**config.mk**
```make
export PLATFORM = sky130hd
export DESIGN_NAME = post_scan_ctrl
export DESIGN_NICKNAME = d
export VERILOG_FILES = /design/src/rtl/post_scan_ctrl_pkg.sv /design/src/rtl/post_scan_ctrl.sv
export SDC_FILE = /design/constraint.sdc
export NUM_CORES = 1
export LEC_CHECK = 0
export ABC_AREA = 1
export CORE_UTILIZATION = 50
export CTS_CLUSTER_SIZE = 14
export DETAILED_ROUTE_END_ITERATION = 10
export GPL_TIMING_DRIVEN = 0
export MAX_ROUTING_LAYER = met4
export PLACE_DENSITY = 0.91
export SLEW_MARGIN = 20
export SYNTH_ARGS = -nofsm -noshare
export SYNTH_HDL_FRONTEND = slang
export SYNTH_SLANG_ARGS = --single-unit
```
**constraint.sdc**
```tcl
create_clock -name clk -period 1.8 [get_ports clk]
set_input_delay 0.45 -clock clk [delete_from_list [all_inputs] [get_ports clk]]
set_output_delay 0.45 -clock clk [all_outputs]
set_load 0.02 [all_outputs]
```
**src/rtl/post_scan_ctrl_pkg.sv**
```systemverilog
// Shared types and sizes for the post-synaptic buffer scan sequencer.
package post_scan_ctrl_pkg;

    localparam int NUM_NRN = 18;
    localparam int IDX_W   = 5;
    localparam int STEP_W  = 7;
    localparam int WAIT_W  = 8;

    typedef enum logic [2:0] {
        IDLE,
        CLR,
        REQ,
        ISSUE,
        DRAIN,
        DONE
    } state_t;

endpackage

```
**src/rtl/post_scan_ctrl.sv**
```systemverilog
// Walks every neuron once per timestep, fetching spikes over req/ack and
// emitting one post-buffer beat per neuron; tracks steps within a sample.
module post_scan_ctrl
    import post_scan_ctrl_pkg::*;
#(
    parameter int NUM_STEPS    = 100,
    parameter int DRAIN_CYCLES = 2,
    parameter int ACK_TIMEOUT  = 15
) (
    input  logic              clk,
    input  logic              reset,
    input  logic              i_sample_start,
    input  logic              i_step_start,
    input  logic              i_nrn_ack,
    input  logic              i_nrn_spike,
    output logic              o_nrn_req,
    output logic [IDX_W-1:0]  o_nrn_idx,
    output logic              o_pb_valid,
    output logic              o_pb_spike,
    output logic [IDX_W-1:0]  o_pb_idx,
    output logic              o_pb_cnt_clr,
    output logic              o_step_done,
    output logic              o_sample_done,
    output logic [STEP_W-1:0] o_step_cnt,
    output logic              o_busy,
    output logic              o_err,
    output state_t            dbg_state
);

    // Handshake: o_nrn_req stays high while in REQ; the cycle in which
    // i_nrn_ack is high (with o_nrn_req high) transfers i_nrn_spike, and
    // o_nrn_req is low in the following cycle. Acks seen without a request
    // are ignored. o_pb_valid is a single-cycle beat with no back-pressure.

    state_t              state, next_state;
    logic [IDX_W-1:0]    idx;
    logic [STEP_W-1:0]   step_cnt;
    logic [WAIT_W-1:0]   wait_cnt;
    logic                spike;
    logic                clr_pend;
    logic                skip;
    logic                err;
    logic                step_skip;
    logic                last_nrn;
    logic                last_step;
    logic                clr_entry;

    assign last_nrn  = (idx == IDX_W'(NUM_NRN - 1));
    assign last_step = (step_cnt == STEP_W'(NUM_STEPS - 1));
    // A sample restart anywhere in the scan turns this step's DONE into a no-op.
    assign step_skip = skip | i_sample_start;
    assign clr_entry = (state == IDLE) && (next_state == CLR);

    always_comb begin
        next_state = state;
        case (state)
            IDLE:  if (i_step_start) next_state = (clr_pend || i_sample_start) ? CLR : REQ;
            CLR:   next_state = REQ;
            REQ:   if (i_nrn_ack || (wait_cnt == WAIT_W'(ACK_TIMEOUT))) next_state = ISSUE;
            ISSUE: next_state = last_nrn ? DRAIN : REQ;
            DRAIN: if (wait_cnt == WAIT_W'(DRAIN_CYCLES - 1)) next_state = DONE;
            DONE:  next_state = IDLE;
            default: next_state = IDLE;
        endcase
    end

    always_ff @(posedge clk) begin
        if (reset) begin
            state    <= IDLE;
            idx      <= '0;
            step_cnt <= '0;
            wait_cnt <= '0;
            spike    <= 1'b0;
            clr_pend <= 1'b0;
            skip     <= 1'b0;
            err      <= 1'b0;
        end else begin
            state <= next_state;
            // One counter serves both the ack timeout and the drain wait.
            if ((state != next_state) || (state == IDLE)) wait_cnt <= '0;
            else                                          wait_cnt <= wait_cnt + 1'b1;

            if ((state == REQ) && (next_state == ISSUE)) begin
                spike <= i_nrn_ack & i_nrn_spike;
                if (!i_nrn_ack) err <= 1'b1;
            end

            if (state == ISSUE) idx <= last_nrn ? '0 : idx + 1'b1;

            if (clr_entry) clr_pend <= 1'b0;

            if (state == DONE) begin
                skip <= 1'b0;
                if (!step_skip) step_cnt <= last_step ? '0 : step_cnt + 1'b1;
            end

            if (i_sample_start) begin
                step_cnt <= '0;
                if (!clr_entry) clr_pend <= 1'b1;
                if ((state != IDLE) && (state != DONE)) skip <= 1'b1;
            end
        end
    end

    assign o_nrn_req     = (state == REQ);
    assign o_nrn_idx     = idx;
    assign o_pb_valid    = (state == ISSUE);
    assign o_pb_spike    = (state == ISSUE) & spike;
    assign o_pb_idx      = idx;
    assign o_pb_cnt_clr  = (state == CLR);
    assign o_step_done   = (state == DONE);
    assign o_sample_done = (state == DONE) && !step_skip && last_step;
    assign o_step_cnt    = step_cnt;
    assign o_busy        = (state != IDLE);
    assign o_err         = err;
    assign dbg_state     = state;

endmodule

```
### After elaboration in Yosys (flattened, before gate mapping)

Cells that the tools add are included.

* $add $sub $neg: 3
* equal/unequal tests: 13
* multiplexer cells: 14
* bitwise logic cells: 5
* reduce and logical (&&, ||, !) cells: 15

Operator list (number)
* 3-bit one-hot mux with 5 select lines: 1
* 3-bit two-way mux: 4
* 3-bit by 2-bit == test with 1-bit output (second input constant): 3
* 8-bit by 1-bit adder with 8-bit output (second input constant): 1
* 8-bit by 1-bit == test with 1-bit output (second input constant): 1
* 8-bit by 4-bit == test with 1-bit output (second input constant): 1
* 7-bit by 1-bit adder with 7-bit output (second input constant): 1
* 7-bit == test (second input constant): 1
* 7-bit two-way mux: 1
* 3-bit by 1-bit == test with 1-bit output (second input constant): 2
* 3-bit == test (second input constant): 2
* 1-bit two-way mux: 6
* 5-bit by 1-bit adder with 5-bit output (second input constant): 1
* 5-bit == test (second input constant): 1
* 1-bit logical AND: 5
* 5-bit two-way mux: 1
* 2-bit AND reduction: 2
* 2-bit OR reduction: 2
* 3-bit logical NOT: 1
* 1-bit logical OR: 3
* 3-bit != test: 1
* 3-bit != test (second input constant): 1
* 3-bit nonzero test: 1
* 1-bit AND: 2
* other kinds (4): 5

* flip-flop bits (word level): 27
* input port bits: 6

### Logic depth before layout (Yosys ltp)

* word-level depth: 9
* gate-level depth with buffers: 10
* gate-level depth less buffers: 10

### Worst setup path before layout

No wires, ideal clock.

* path type: register to output
* from: register step_cnt[1], in the netlist o_step_cnt[1]
* to: output o_sample_done
* arrival: 1.381 ns
* data required time: 1.350 ns
* slack: -0.031 ns
* cell stages (with the launch flop): 6
* path buffers: 0
* cell sequence: dfxtp_1 > ha_1 > nand2_1 > nor3_1 > nand3_1 > nor2_1

* longest elaborated chain between the ends: 2

RTL lines
* start: declaration: RTL line post_scan_ctrl.sv:37 `logic [STEP_W-1:0] step_cnt;`
* start signal: assignment: RTL line post_scan_ctrl.sv:94 `if (!step_skip) step_cnt <= last_step ? '0 : step_cnt + 1'b1;`
* 7-bit == test: RTL line post_scan_ctrl.sv:49 `assign last_step = (step_cnt == STEP_W'(NUM_STEPS - 1));`
* 1-bit logical AND: RTL line post_scan_ctrl.sv:112 `assign o_sample_done = (state == DONE) && !step_skip && last_step;`
* end: declaration: RTL line post_scan_ctrl.sv:23 `output logic o_sample_done,`

No other way between the ends.

### Worst setup path after layout

* from: register step_cnt[0], in the netlist o_step_cnt[0]
* to: output o_sample_done

The elaborated chain is that of the path after synthesis.

==> flow_summary.yaml <==
clock_network:
  cts_buffers: 3
  clock_latency_ns: 0.32
  tritoncts: "done"
  root_buffer: "clkbuf_4"
  cts.path.max_buffers: 2
  cts.htree.levels: 1
  ctsHoldBuffers: 0
  clk_pin_slew_ns: 0.15
  cts.sinks: 27
pwr:
  p_leak_nw: 0.979
  vdd_drop_max_mv: 0.291
  p_per_area_nw_per_um2: 562
  power_w: 0.00115
synthesis:
  synth_top_family_by_area: "simple AND/OR/NAND/NOR gates"
  syn_avg_cell_area_sq_um: 7.66
  syn_nets: 210
  synth-main-ff-cell: "dfxtp_1"
  synth_area_sq_um: 1520
  synth_edf_count: 0
  muxShareOfSynthArea: 0
  yosys.area_share.simple: 0.392
  yosysSeqAreaShare: 0.355
  synth_compound_area_frac: 0.0788
  synth_top_area_frac: 0.355
  synthAdderAreaFrac: 0.0411
  synth_cell_type_count: 32
  yosys-top-cells-area: "dfxtp_1 35%, nand2_1 9.4%, nor3_2 5.9%, nor2_1 5.9%, inv_1 5.7%"
  synth_top_area_cell: "dfxtp_1"
  syn_inst: 199
  synthArstFlopShare: 0
  ys_warn_count: 0
  ys_ff_latch: 27
  synthXorXnorAreaFrac: 0.0345
critical_path:
  cp.required_ns: 1.35
  startpoint_type: "flip-flop"
  cp-end-kind: "primary output"
  worst-path-max-fanout: 4
  critPathKind: "reg -> out"
  arrival_ns: 1.50
cells_and_area:
  syn2layout_area_growth_pct: 34.1
  drive_gt1_frac: 0.307
  layout_common_cells: "36 x nand2_1, 23 x inv_1, 20 x nor2_1"
  finalCoreUtilization: 0.722
  diodes: 0
  multiInputGateArea_sq_um: 897
  regArea_sq_um: 566
  nNetsFinal: 256
  final_common_cell: "nand2_1"
  fillers: 237
grt:
  grt_pass1_wl_mm: 5.46
  grt_max_degree: 16
  grt_use_total: 0.220
  antenna_found_initial: 0
  grt_pass1_vias: 1311
  grt.overflow.total: 0
route:
  routed_via_density: 5.14
  dr.pass1.iters: 7
  top_layer: "met4"
  vias: 1413
  drt_iter0_markers: 56
  wl_met2_mm: 1.91
  ant_nets: 0
  route.detailed.drc: 3
  wirelength_mm: 3.49
  wl_met1_mm: 1.39
  route.met3.wl_microns: 134
  drt-wirelength-per-cell_microns: 12.7
run:
  maxCapViolations: 0
sta:
  slew_viol_final: 0
  tns_ns: -0.153
  setup_viol: 1
  fin_crit_sh: 1.08
  hold_violations: 0
  fin_crit_ns: 1.95
  rsz0062_at_grt: "true"
  relSlewSlack: 0.679
  setup_slack_ns: -0.153
  skew_ns: 0.00591
  worst_pin_slew_ns: 0.482
  fmax_ghz: 0.512
die:
  die_area_sq_um: 3270
  start_util: 0.539
  dieWidth_microns: 57.2
  io_pins: 34
  die_h_microns: 57.2
  rows: 19
  design.core.area_sq_um: 2830
place:
  numPortBuffers: 32
  dpl.hpwl_mm: 2.36
  gp_congestion: 0.858
  pre_cts_slack_ns: -0.579
status:
  status: "finished, violations left"
  violations: "design-rule violations, negative setup slack"
hold_path:
  hold_class: "reg -> reg"
## state kept, by name, indices dropped and copies added, names as in the netlist
| signal | cells |
|---|---|
| spike | 1 |
| o_nrn_idx | 5 |
| wait_cnt | 8 |
| clr_pend | 1 |
| skip | 1 |
| dbg_state | 3 |
| o_step_cnt | 7 |
| o_err | 1 |
## critical path, cell delays in order (launching register included)
cell,delay (ns)
dfxtp_4,0.39
ha_4,0.17
nand2_4,0.06
nor3_4,0.20
nand3_2,0.10
nor2_2,0.14
buf_6,0.13
## path summary, 6_finish.rpt
| path | start | end | slack (ns) | cells past startpoint |
|---|---|---|---|---|
| max | o_step_cnt[0]$_SDFFE_PP0P_ | o_sample_done | -0.15 | 6 |
| min | o_err$_SDFFE_PP0P_ | o_err$_SDFFE_PP0P_ | 0.47 | 2 |
| max reg2reg | o_step_cnt[0]$_SDFFE_PP0P_ | o_step_cnt[4]$_SDFFE_PP0P_ | 0.15 | 10 |
| min reg2reg | o_err$_SDFFE_PP0P_ | o_err$_SDFFE_PP0P_ | 0.47 | 2 |
## metrics by stage
step | hold slack (ns) | instances | cell area (sq um)
5_1_grt | 0.495 | 275 | 2040
6_report | 0.466 | 275 | 2040
3_3_place_gp | 0.438 | 262 | 1890
3_5_place_dp | 0.448 | 262 | 1890
4_1_cts | 0.467 | 270 | 1970
2_1_floorplan | 0.466 | 199 | 1530
## kinds of logic after synthesis
logic type                 Yosys count
and+or+nand+nor                    107
buffers and inverters               34
DFF                                 27
AOI/OAI and AO/OA                   20
xor gates and xnor gates             6
adders and majority gates            5
## synthesized netlist by cell type (2+ instances only)
cell type / instances
nor3_2: 9
nand3_4: 2
xnor2_1: 2
nand2_4: 2
nand3b_1: 2
a21oi_1: 13
ha_1: 5
nand3_1: 10
nor3_1: 6
xor2_1: 4
nand4_2: 2
nand2_1: 38
dfxtp_1: 27
inv_1: 23
nor2_1: 24
o21ai_0: 3
nor2_4: 2
nand4_1: 2
nor2_2: 3
buf_4: 5
inv_2: 4
## final cells by class
cell class	instances	area share
Sequential cell	27	0.277
Multi-Input combinational cell	138	0.439
Inverter	28	0.0551
Buffer	6	0.0202
Tap cell	31	0.0190
Clock buffer	3	0.0110
Clock inverter	1	0.00245
Timing Repair Buffer	41	0.176
## routing by layer
metal	track usage	vias to the layer above
met5	-	-
met2	0.397	40
met3	0.0227	4
met1	0.251	643
li1	-	726
met4	0.0801	0
## report_power, final
| group | switching [W] | internal, W | total (W) | leakage [nW] |
|---|---|---|---|---|
| combinational | 0.000161 | 0.0000888 | 0.000250 | 0.737 |
| sequential | 0.0000254 | 0.000613 | 0.000638 | 0.225 |
| clock | 0.000176 | 0.0000831 | 0.000259 | 0.0177 |
## what timing repair did
| item | 4_1_cts | 5_1_grt |
|---|---|---|
| gates resized for setup | 56 | 20 |
| setup endpoints to repair | 26 | 11 |
| setup buffers | 4 | 5 |
| pin swaps | 3 | 5 |
(Power assumes the default switching activity.)
